**src/rtl/mmss_updown_timer_pkg.sv**
```systemverilog
// Shared constants and types for the MM:SS up/down BCD timer.
// Digit limits, count direction encoding and a two-digit BCD helper.
package mmss_updown_timer_pkg;

   localparam int BCD_W = 4;

   typedef logic [BCD_W-1:0] bcd_t;

   localparam bcd_t DIGIT_MAX    = 4'd9;
   localparam bcd_t SEC_TENS_MAX = 4'd5;

   typedef enum logic {
      DIR_UP = 1'b0,
      DIR_DN = 1'b1
   } dir_e;

   typedef struct packed {
      bcd_t min_tens;
      bcd_t min_unit;
      bcd_t sec_tens;
      bcd_t sec_unit;
   } mmss_t;

   // Binary value of a tens/units digit pair; wide enough for 15*10+15.
   function automatic logic [7:0] bcd2_val(input bcd_t tens, input bcd_t unit);
      return 8'(tens) * 8'd10 + 8'(unit);
   endfunction

endpackage

```
**src/rtl/mmss_updown_timer_bcd_digit_updown.sv**
```systemverilog
// One BCD digit counting 0..MOD_MAX in either direction, with parallel load.
// cy_out flags the wrap (MOD_MAX->0 up, 0->MOD_MAX down) so digits chain.
module bcd_digit_updown
   import mmss_updown_timer_pkg::*;
#(
   parameter bcd_t MOD_MAX = DIGIT_MAX
) (
   input  logic       clk_1hz,
   input  logic       reset,
   input  logic       ld,
   input  bcd_t       ld_val,
   input  logic       step,
   input  logic       dir,
   output bcd_t       q,
   output logic       cy_out
);

   bcd_t q_q;
   bcd_t q_d;
   logic at_wrap;

   assign at_wrap = (dir == DIR_DN) ? (q_q == '0) : (q_q == MOD_MAX);

   always_comb begin
      q_d = q_q;
      if (ld) begin
         q_d = ld_val;
      end else if (step) begin
         if (dir == DIR_DN) begin
            q_d = (q_q == '0) ? MOD_MAX : q_q - 4'd1;
         end else begin
            q_d = (q_q == MOD_MAX) ? '0 : q_q + 4'd1;
         end
      end
   end

   always_ff @(posedge clk_1hz) begin
      if (reset) begin
         q_q <= '0;
      end else begin
         q_q <= q_d;
      end
   end

   assign q      = q_q;
   assign cy_out = step & at_wrap;

endmodule

```
**src/rtl/mmss_updown_timer.sv**
```systemverilog
// MM:SS BCD up/down timer with preset load, minute limit and wrap-or-stop
// terminal handling; all outputs are registered on clk_1hz.
module mmss_updown_timer
   import mmss_updown_timer_pkg::*;
#(
   parameter int MAX_MIN = 59,
   parameter bit WRAP    = 1'b1
) (
   input  logic       clk_1hz,
   input  logic       reset,
   input  logic       enable,
   input  logic       dir,
   input  logic       load,
   input  logic [3:0] ld_min_tens,
   input  logic [3:0] ld_min_unit,
   input  logic [3:0] ld_sec_tens,
   input  logic [3:0] ld_sec_unit,
   output logic [3:0] min_tens,
   output logic [3:0] min_unit,
   output logic [3:0] sec_tens,
   output logic [3:0] sec_unit,
   output logic       tc_pulse,
   output logic       done,
   output logic       load_err
);

   localparam bcd_t  MAX_MT  = BCD_W'(MAX_MIN / 10);
   localparam bcd_t  MAX_MU  = BCD_W'(MAX_MIN % 10);
   localparam mmss_t TERM_UP = '{MAX_MT, MAX_MU, SEC_TENS_MAX, DIGIT_MAX};

   mmss_t cur;
   mmss_t preset;
   mmss_t reload;
   mmss_t ld_val;

   logic  preset_ok;
   logic  ld_valid;
   logic  count_en;
   logic  at_term;
   logic  term_hit;
   logic  wrap_rl;
   logic  digit_ld;
   logic  step_su;
   logic  cy_su;
   logic  cy_st;
   logic  cy_mu;
   logic  cy_mt;

   logic  done_q;
   logic  done_d;
   logic  tc_q;
   logic  tc_d;
   logic  err_q;
   logic  err_d;

   assign preset = '{ld_min_tens, ld_min_unit, ld_sec_tens, ld_sec_unit};

   always_comb begin
      preset_ok = (ld_sec_unit <= DIGIT_MAX) && (ld_sec_tens <= SEC_TENS_MAX) &&
                  (ld_min_unit <= DIGIT_MAX) && (ld_min_tens <= DIGIT_MAX) &&
                  (bcd2_val(ld_min_tens, ld_min_unit) <= 8'(MAX_MIN));
   end

   // Terminal is the end of travel for the current direction; the minute
   // limit is enforced here rather than by the 9->0 digit carries.
   assign at_term  = (dir == DIR_UP) ? (cur == TERM_UP) : (cur == '0);

   assign ld_valid = load & preset_ok;
   assign count_en = enable & ~done_q & ~load;
   assign term_hit = count_en & at_term;
   assign wrap_rl  = term_hit & WRAP;
   assign digit_ld = ld_valid | wrap_rl;
   assign step_su  = count_en & ~at_term;

   assign reload   = (dir == DIR_DN) ? TERM_UP : '0;
   assign ld_val   = load ? preset : reload;

   bcd_digit_updown #(.MOD_MAX(DIGIT_MAX)) u_sec_unit (
      .clk_1hz (clk_1hz),
      .reset   (reset),
      .ld      (digit_ld),
      .ld_val  (ld_val.sec_unit),
      .step    (step_su),
      .dir     (dir),
      .q       (cur.sec_unit),
      .cy_out  (cy_su)
   );

   bcd_digit_updown #(.MOD_MAX(SEC_TENS_MAX)) u_sec_tens (
      .clk_1hz (clk_1hz),
      .reset   (reset),
      .ld      (digit_ld),
      .ld_val  (ld_val.sec_tens),
      .step    (cy_su),
      .dir     (dir),
      .q       (cur.sec_tens),
      .cy_out  (cy_st)
   );

   bcd_digit_updown #(.MOD_MAX(DIGIT_MAX)) u_min_unit (
      .clk_1hz (clk_1hz),
      .reset   (reset),
      .ld      (digit_ld),
      .ld_val  (ld_val.min_unit),
      .step    (cy_st),
      .dir     (dir),
      .q       (cur.min_unit),
      .cy_out  (cy_mu)
   );

   bcd_digit_updown #(.MOD_MAX(DIGIT_MAX)) u_min_tens (
      .clk_1hz (clk_1hz),
      .reset   (reset),
      .ld      (digit_ld),
      .ld_val  (ld_val.min_tens),
      .step    (cy_mu),
      .dir     (dir),
      .q       (cur.min_tens),
      .cy_out  (cy_mt)
   );

   // A carry out of the top digit would also be an end of travel.
   always_comb begin
      tc_d   = term_hit | cy_mt;
      err_d  = load & ~preset_ok;
      done_d = done_q;
      if (ld_valid) begin
         done_d = 1'b0;
      end else if (term_hit && !WRAP) begin
         done_d = 1'b1;
      end
   end

   always_ff @(posedge clk_1hz) begin
      if (reset) begin
         done_q <= 1'b0;
         tc_q   <= 1'b0;
         err_q  <= 1'b0;
      end else begin
         done_q <= done_d;
         tc_q   <= tc_d;
         err_q  <= err_d;
      end
   end

   assign min_tens = cur.min_tens;
   assign min_unit = cur.min_unit;
   assign sec_tens = cur.sec_tens;
   assign sec_unit = cur.sec_unit;
   assign tc_pulse = tc_q;
   assign done     = done_q;
   assign load_err = err_q;

endmodule

```
**config.mk**
```make
export PLATFORM = sky130hd
export DESIGN_NAME = mmss_updown_timer
export DESIGN_NICKNAME = d
export VERILOG_FILES = /design/src/rtl/mmss_updown_timer_pkg.sv /design/src/rtl/mmss_updown_timer_bcd_digit_updown.sv /design/src/rtl/mmss_updown_timer.sv
export SDC_FILE = /design/constraint.sdc
export NUM_CORES = 1
export LEC_CHECK = 0
export CORE_MARGIN = 4
export CORE_UTILIZATION = 52
export DETAILED_ROUTE_END_ITERATION = 16
export PLACE_DENSITY_LB_ADDON = 0.25
export SLEW_MARGIN = 10
export SYNTH_ARGS = -nofsm -noshare
export SYNTH_HDL_FRONTEND = slang
export SYNTH_HIERARCHICAL = 1
export SYNTH_SLANG_ARGS = --single-unit
```
**constraint.sdc**
```tcl
create_clock -name clk_1hz -period 5.21 [get_ports clk_1hz]
set_input_delay 1.042 -clock clk_1hz [delete_from_list [all_inputs] [get_ports clk_1hz]]
set_output_delay 1.042 -clock clk_1hz [all_outputs]
set_load 0.1 [all_outputs]
```
== Word level (Yosys, flattened, before mapping) ==
Cells that the tools add are included.
Cells by class
  reduce and logical (&&, ||, !) cells: 13
  shift operators: 0
  multiply operators: 1
  equality and inequality tests: 5
  divide/modulo/power cells: 0
  $lt $le $gt $ge: 5
  multiplexer cells: 27
  bitwise logic cells: 14
  add/sub/neg operators: 9
Operators by type and width (count)
  $mux W4: 20
  $add A4 B1 Y4 const B: 4
  $eq A16 B15 Y1 const B: 1
  $logic_not A16 Y1: 1
  $logic_not A4 Y1: 4
  $mux W16: 1
  $sub A4 B1 Y4 const B: 4
  $mux W15: 1
  $eq A4 B4 Y1 const B: 3
  $le A4 B4 Y1 const B: 3
  $and A1 B1 Y1: 9
  $add A8 B4 Y8: 1
  $le A8 B6 Y1 const B: 1
  $reduce_bool A2 Y1: 4
  $mul A4 B3 Y7 const B: 1
  $mux W1: 5
  $eq A4 B3 Y1 const B: 1
  $le A4 B3 Y1 const B: 1
  $logic_and A1 B1 Y1: 4
  $not A1 Y1: 3
  $or A1 B1 Y1: 2
Word-level totals
  memories kept: 0
  register bits after elaboration: 18
  ROM bits: 0
  bits of input ports: 21
  output and inout bits: 19
  word-level logic and storage cells: 80
  bits in latches: 0
  memory bits (writable): 0

== Depth between registers and ports, before layout ==
  depth after elaboration: 9
  gate-level depth with buffers: 13
  depth with buffers taken out: 13

== Cells and area by module ==
The synthesis kept the hierarchy.
Modules (own cells, without submodules)
  bcd_digit_updown (u_min_tens ...): seq. area each 80.1 µm², times used 3, area each 344.1 µm², cells an instance 42
  mmss_updown_timer: seq. area each 40.0 µm², times used 1, area each 613.1 µm², cells an instance 87
  bcd_digit_updown (u_sec_tens): seq. area each 80.1 µm², times used 1, area each 326.6 µm², cells an instance 44

== Worst setup path before layout ==
No wires, ideal clock.
  kind: register to register
  start: register u_sec_tens.q_q[2], in the netlist u_sec_tens/q[2]
  end: register u_min_tens.q_q[2], in the netlist u_min_tens/q[2]
  arrival time: 4.264 ns
  stages on the path, launching flop included: 13
  clock period less this slack: 4.398 ns
  data required time: 5.076 ns
  path buffers: 0
  slack: 0.812 ns
  setup time: 0.134 ns
  path through: dfxtp_1 > nor4_1 > nand3b_1 > a21oi_1 > nor3b_1 > inv_1 > nor4_1 > and3_1 > inv_1 > nor4_1 > inv_1 > nor4b_1 > a2111oi_2
On the way
  longest elaborated chain between the ends: 8
  elaborated cells on any way between the ends: 15
  those cells by class: eq/ne (2); mux (3); bitwise (7); reduce/logical (3)
RTL lines
  start: declaration: line mmss_updown_timer_bcd_digit_updown.sv:18  | bcd_t q_q;
  start signal: assignment: line mmss_updown_timer_bcd_digit_updown.sv:41  | q_q <= q_d;
  $eq A16 B15 Y1 / $logic_not A16 Y1 (equally long branches): line mmss_updown_timer.sv:66  | assign at_term = (dir == DIR_UP) ? (cur == TERM_UP) : (cur == '0);
  $mux W1 *: line mmss_updown_timer.sv:66
  $not A1 Y1 *: line mmss_updown_timer.sv:73  | assign step_su = count_en & ~at_term;
  $and A1 B1 Y1 *: line mmss_updown_timer.sv:73
  via step_su: line mmss_updown_timer.sv:43  | logic step_su;
  $and A1 B1 Y1 *: line mmss_updown_timer_bcd_digit_updown.sv:46  | assign cy_out = step & at_wrap;
  via cy_su: line mmss_updown_timer.sv:44  | logic cy_su;
  $and A1 B1 Y1 *: line mmss_updown_timer_bcd_digit_updown.sv:46
  via cy_st: line mmss_updown_timer.sv:45  | logic cy_st;
  $and A1 B1 Y1 *: line mmss_updown_timer_bcd_digit_updown.sv:46
  via cy_mu: line mmss_updown_timer.sv:46  | logic cy_mu;
  $reduce_bool A2 Y1 (no source line) *
  end signal: assignment: line mmss_updown_timer_bcd_digit_updown.sv:41
  end: declaration: line mmss_updown_timer_bcd_digit_updown.sv:18
The timed path passes the listed nets; every way through them passes the cells marked *.
A chain may end at the register's enable or synchronous reset.

== Worst setup path in the final report ==
  start: input ld_min_tens[3]
  end: register u_min_unit.q_q[3], in the netlist u_min_unit/q[3]
On the way
  longest elaborated chain between the ends: 7
  elaborated cells on any way between the ends: 10
  those cells by class: add/sub (1); mul (1); order compare (2); mux (1); bitwise (2); reduce/logical (3)
RTL lines
  start: declaration: line mmss_updown_timer.sv:14  | input logic [3:0] ld_min_tens,
  $mul A4 B3 Y7: line mmss_updown_timer_pkg.sv:26  | return 8'(tens) * 8'd10 + 8'(unit);
  $add A8 B4 Y8: line mmss_updown_timer_pkg.sv:26
  $le A8 B6 Y1: line mmss_updown_timer.sv:61  | (bcd2_val(ld_min_tens, ld_min_unit) <= 8'(MAX_MIN));
  $logic_and A1 B1 Y1 *: line mmss_updown_timer.sv:60  | (ld_min_unit <= DIGIT_MAX) && (ld_min_tens <= DIGIT_MAX) &&
  $and A1 B1 Y1 *: line mmss_updown_timer.sv:68  | assign ld_valid = load & preset_ok;
  $or A1 B1 Y1 *: line mmss_updown_timer.sv:72  | assign digit_ld = ld_valid | wrap_rl;
  via digit_ld: line mmss_updown_timer.sv:42  | logic digit_ld;
  $mux W4 / $reduce_bool A2 Y1 (equally long branches)
  end signal: assignment: line mmss_updown_timer_bcd_digit_updown.sv:41
  end: declaration: line mmss_updown_timer_bcd_digit_updown.sv:18
Marks and branches as above.

==> results.yml <==
die:
  rows: 22
  initial_utilization: 0.539
  fp.dieW_um: 69.6
  core_um2: 3660
  die_h_um: 69.6
  dieArea_um2: 4840
  ioPinCount: 40
routing:
  drc: 0
  routedWlPerCell_um: 15.0
  drt_iter0_drc: 196
  wirelength_mm: 5.08
  via_count: 2015
  ant_nets: 0
  viasPerCell: 5.96
  dr.pass1.iters: 5
clock_network:
  cts_tree: "yes"
  cts_buffers: 3
  root_buffer: "clkbuf_8"
  cts_resized: 0
  cts-htree-levels: 1
  ctsHoldBuffers: 0
  post-cts-setup-buffers: 0
  clockBufferDepth: 2
  clk_pin_slew_ns: 0.07
  clock_sinks: 18
  clkLatencyLatePin_ns: 0.26
critical_path:
  r2r_slack_ns: 1.86
  worstSetupStartpointType: "input pin"
  r2r_cells: 15
  path_cells: "clkdlybuf4s50_1 -> ha_1 -> ha_1 -> inv_1 -> fa_1 -> nand3b_1 -> nor3_1 -> o31a_1 -> o211ai_1 -> o21ai_2 -> buf_4 -> a311oi_1 -> o21ai_1 -> a21oi_1"
  arrival_ns: 4.51
  crit_top_cell: "ha_1"
  required_ns: 5.39
  cp_max_fo: 22
  slowest_delay_ns: 0.58
  crit_slowest_cell: "fa_1"
  criticalPathCategory: "input pin to register"
  end_kind: "register"
placed_design:
  dp_hpwl_mm: 3.72
  io_buffers: 38
  place.gp.congestion: 0.853
run_status:
  outcome: "finished clean"
timing:
  hold_viol: 0
  fin_hold_ws_ns: 0.678
  post-route-period-util: 0.833
  slew_violations: 0
  finalCriticalPeriod_ns: 4.34
  setup_viol_count_final: 0
  clock_skew_ns: 0.00161
  finalSetupTns_ns: 0
  slew-limit-headroom: 0.343
  clock.fmax_mhz: 230
  worst_slew_pin_slew_ns: 0.982
  grt_setup_unrepaired: "false"
yosys:
  synth-async-reset-ratio: 0
  synth_nets: 287
  synthTopCellsByArea: "dfxtp_1 (18%), a21oi_1 (6.9%), ha_1 (4.4%), inv_1 (4.2%), nor2_1 (4.0%)"
  ys.flop_type: "dfxtp_1"
  yosysSeqAreaShare: 0.183
  synth_cell_type_count: 53
  avgSynthCellArea_um2: 7.67
  synth_edf_count: 0
  yosys_warnings: 6
  synth-seq-cells: 18
  syn_area_um2: 1970
  synth_top_cell_by_area: "dfxtp_1"
  netlist.area_leader.share: 0.183
  postSynthCellCount: 257
finish:
  final_common_cell: "clkdlybuf4s50_1"
  area_growth_pct: 22.5
  final_cell_mix: "clkdlybuf4s50_1 (38), a21oi_1 (27), inv_1 (22)"
  nets: 321
  diodes: 0
  postLayoutCoreUtil: 0.660
  drive_gt1_frac: 0.0759
min_path:
  hold_path_depth: 2
  holdCritPathClass: "register to register"
power_and_ir_drop:
  power_density_nw_per_um2: 299
  max-vdd-ir-drop_mv: 0.165
  leakage_nw: 0.935
global_routing:
  gr-total-overflow: 0
  grt_max_degree: 23
  grt_pass1_wl_mm: 8.58
  grt.total_usage: 0.209
  first_global_vias: 1878
  antenna_found_initial: 0
run:
  cap_violations: 0
## registers in the layout, indices dropped and copies added, names as in the netlist
| signal | flops |
|---|---|
| load_err | 1 |
| tc_pulse | 1 |
| u_min_tens/q | 4 |
| u_min_unit/q | 4 |
| u_sec_tens/q | 4 |
| u_sec_unit/q | 4 |
## power by group
part / leakage (nW) / internal, mW / switching (mW)
Combinational: 0.760 / 0.139 / 0.257
Sequential: 0.147 / 0.156 / 0.0516
Clock: 0.0288 / 0.0673 / 0.0515
## path summary, 6_finish.rpt
kind,startpoint,to
worst max-delay path,ld_min_tens[3],u_min_unit/q[3]
worst min-delay path,u_sec_tens/q[2],u_sec_tens/q[2]
worst max register to register,u_min_tens/q[0],u_min_tens/q[2]
worst min register to register,u_sec_tens/q[2],u_sec_tens/q[2]
## synthesized netlist by cell type, types with 5 or more instances
| master | instances |
|---|---|
| a211oi_1 | 6 |
| nor3b_1 | 9 |
| xnor2_1 | 8 |
| o21ai_0 | 6 |
| nand2_1 | 20 |
| buf_2 | 6 |
| nor4_1 | 6 |
| nor2b_1 | 5 |
| and2_1 | 8 |
| dfxtp_1 | 18 |
| nor2_1 | 21 |
| a21o_1 | 5 |
| ha_1 | 7 |
| a21oi_1 | 27 |
| xor2_1 | 7 |
| inv_1 | 22 |
| nor4b_1 | 5 |
## cells by family after synthesis
logic type | Yosys count | synth area share
simple gates | 97 | 0.302
compound gates | 76 | 0.268
buf+inv | 38 | 0.0971
flops | 18 | 0.183
xor+xnor | 15 | 0.0666
fa+ha+maj | 9 | 0.0647
mux | 3 | 0.0171
other cells | 1 | 0.00190
## metal layers
layer	GRT usage	wire, um	vias to the layer above
li1	-	-	994
met3	0.0348	231	6
met2	0.371	2520	66
met5	0	0	-
met4	0.0499	42	0
met1	0.261	2280	949
## per-stage QoR
stage / total power, mW / area, um2 / std cells / setup WS (ns)
after floorplan: 0.516 / 1970 / 257 / 0.812
after global placement: 0.596 / 2360 / 334 / 0.742
after detailed placement: 0.601 / 2360 / 334 / 0.716
after CTS: 0.721 / 2410 / 338 / 0.966
after global routing: 0.760 / 2410 / 338 / 0.533
final: 0.722 / 2410 / 338 / 0.871
## critical path, delay by kind of cell
kind                     cells  cell delay (ns)
AO/OA/AOI/OAI                6             1.35
buffers and inverters        3             0.80
adder cells (fa/ha/maj)      3             1.07
AND/OR/NAND/NOR              2             0.26
## cell type report
class                   count  area, um2
well taps                  48       60.1
repair buffers             45        433
clock buffers               4       55.1
flip-flops and latches     18        360
inverters                  22       82.6
multi-input cells         201       1420
fillers                   340       1250
Note: power is estimated with default switching activity, not from simulation.
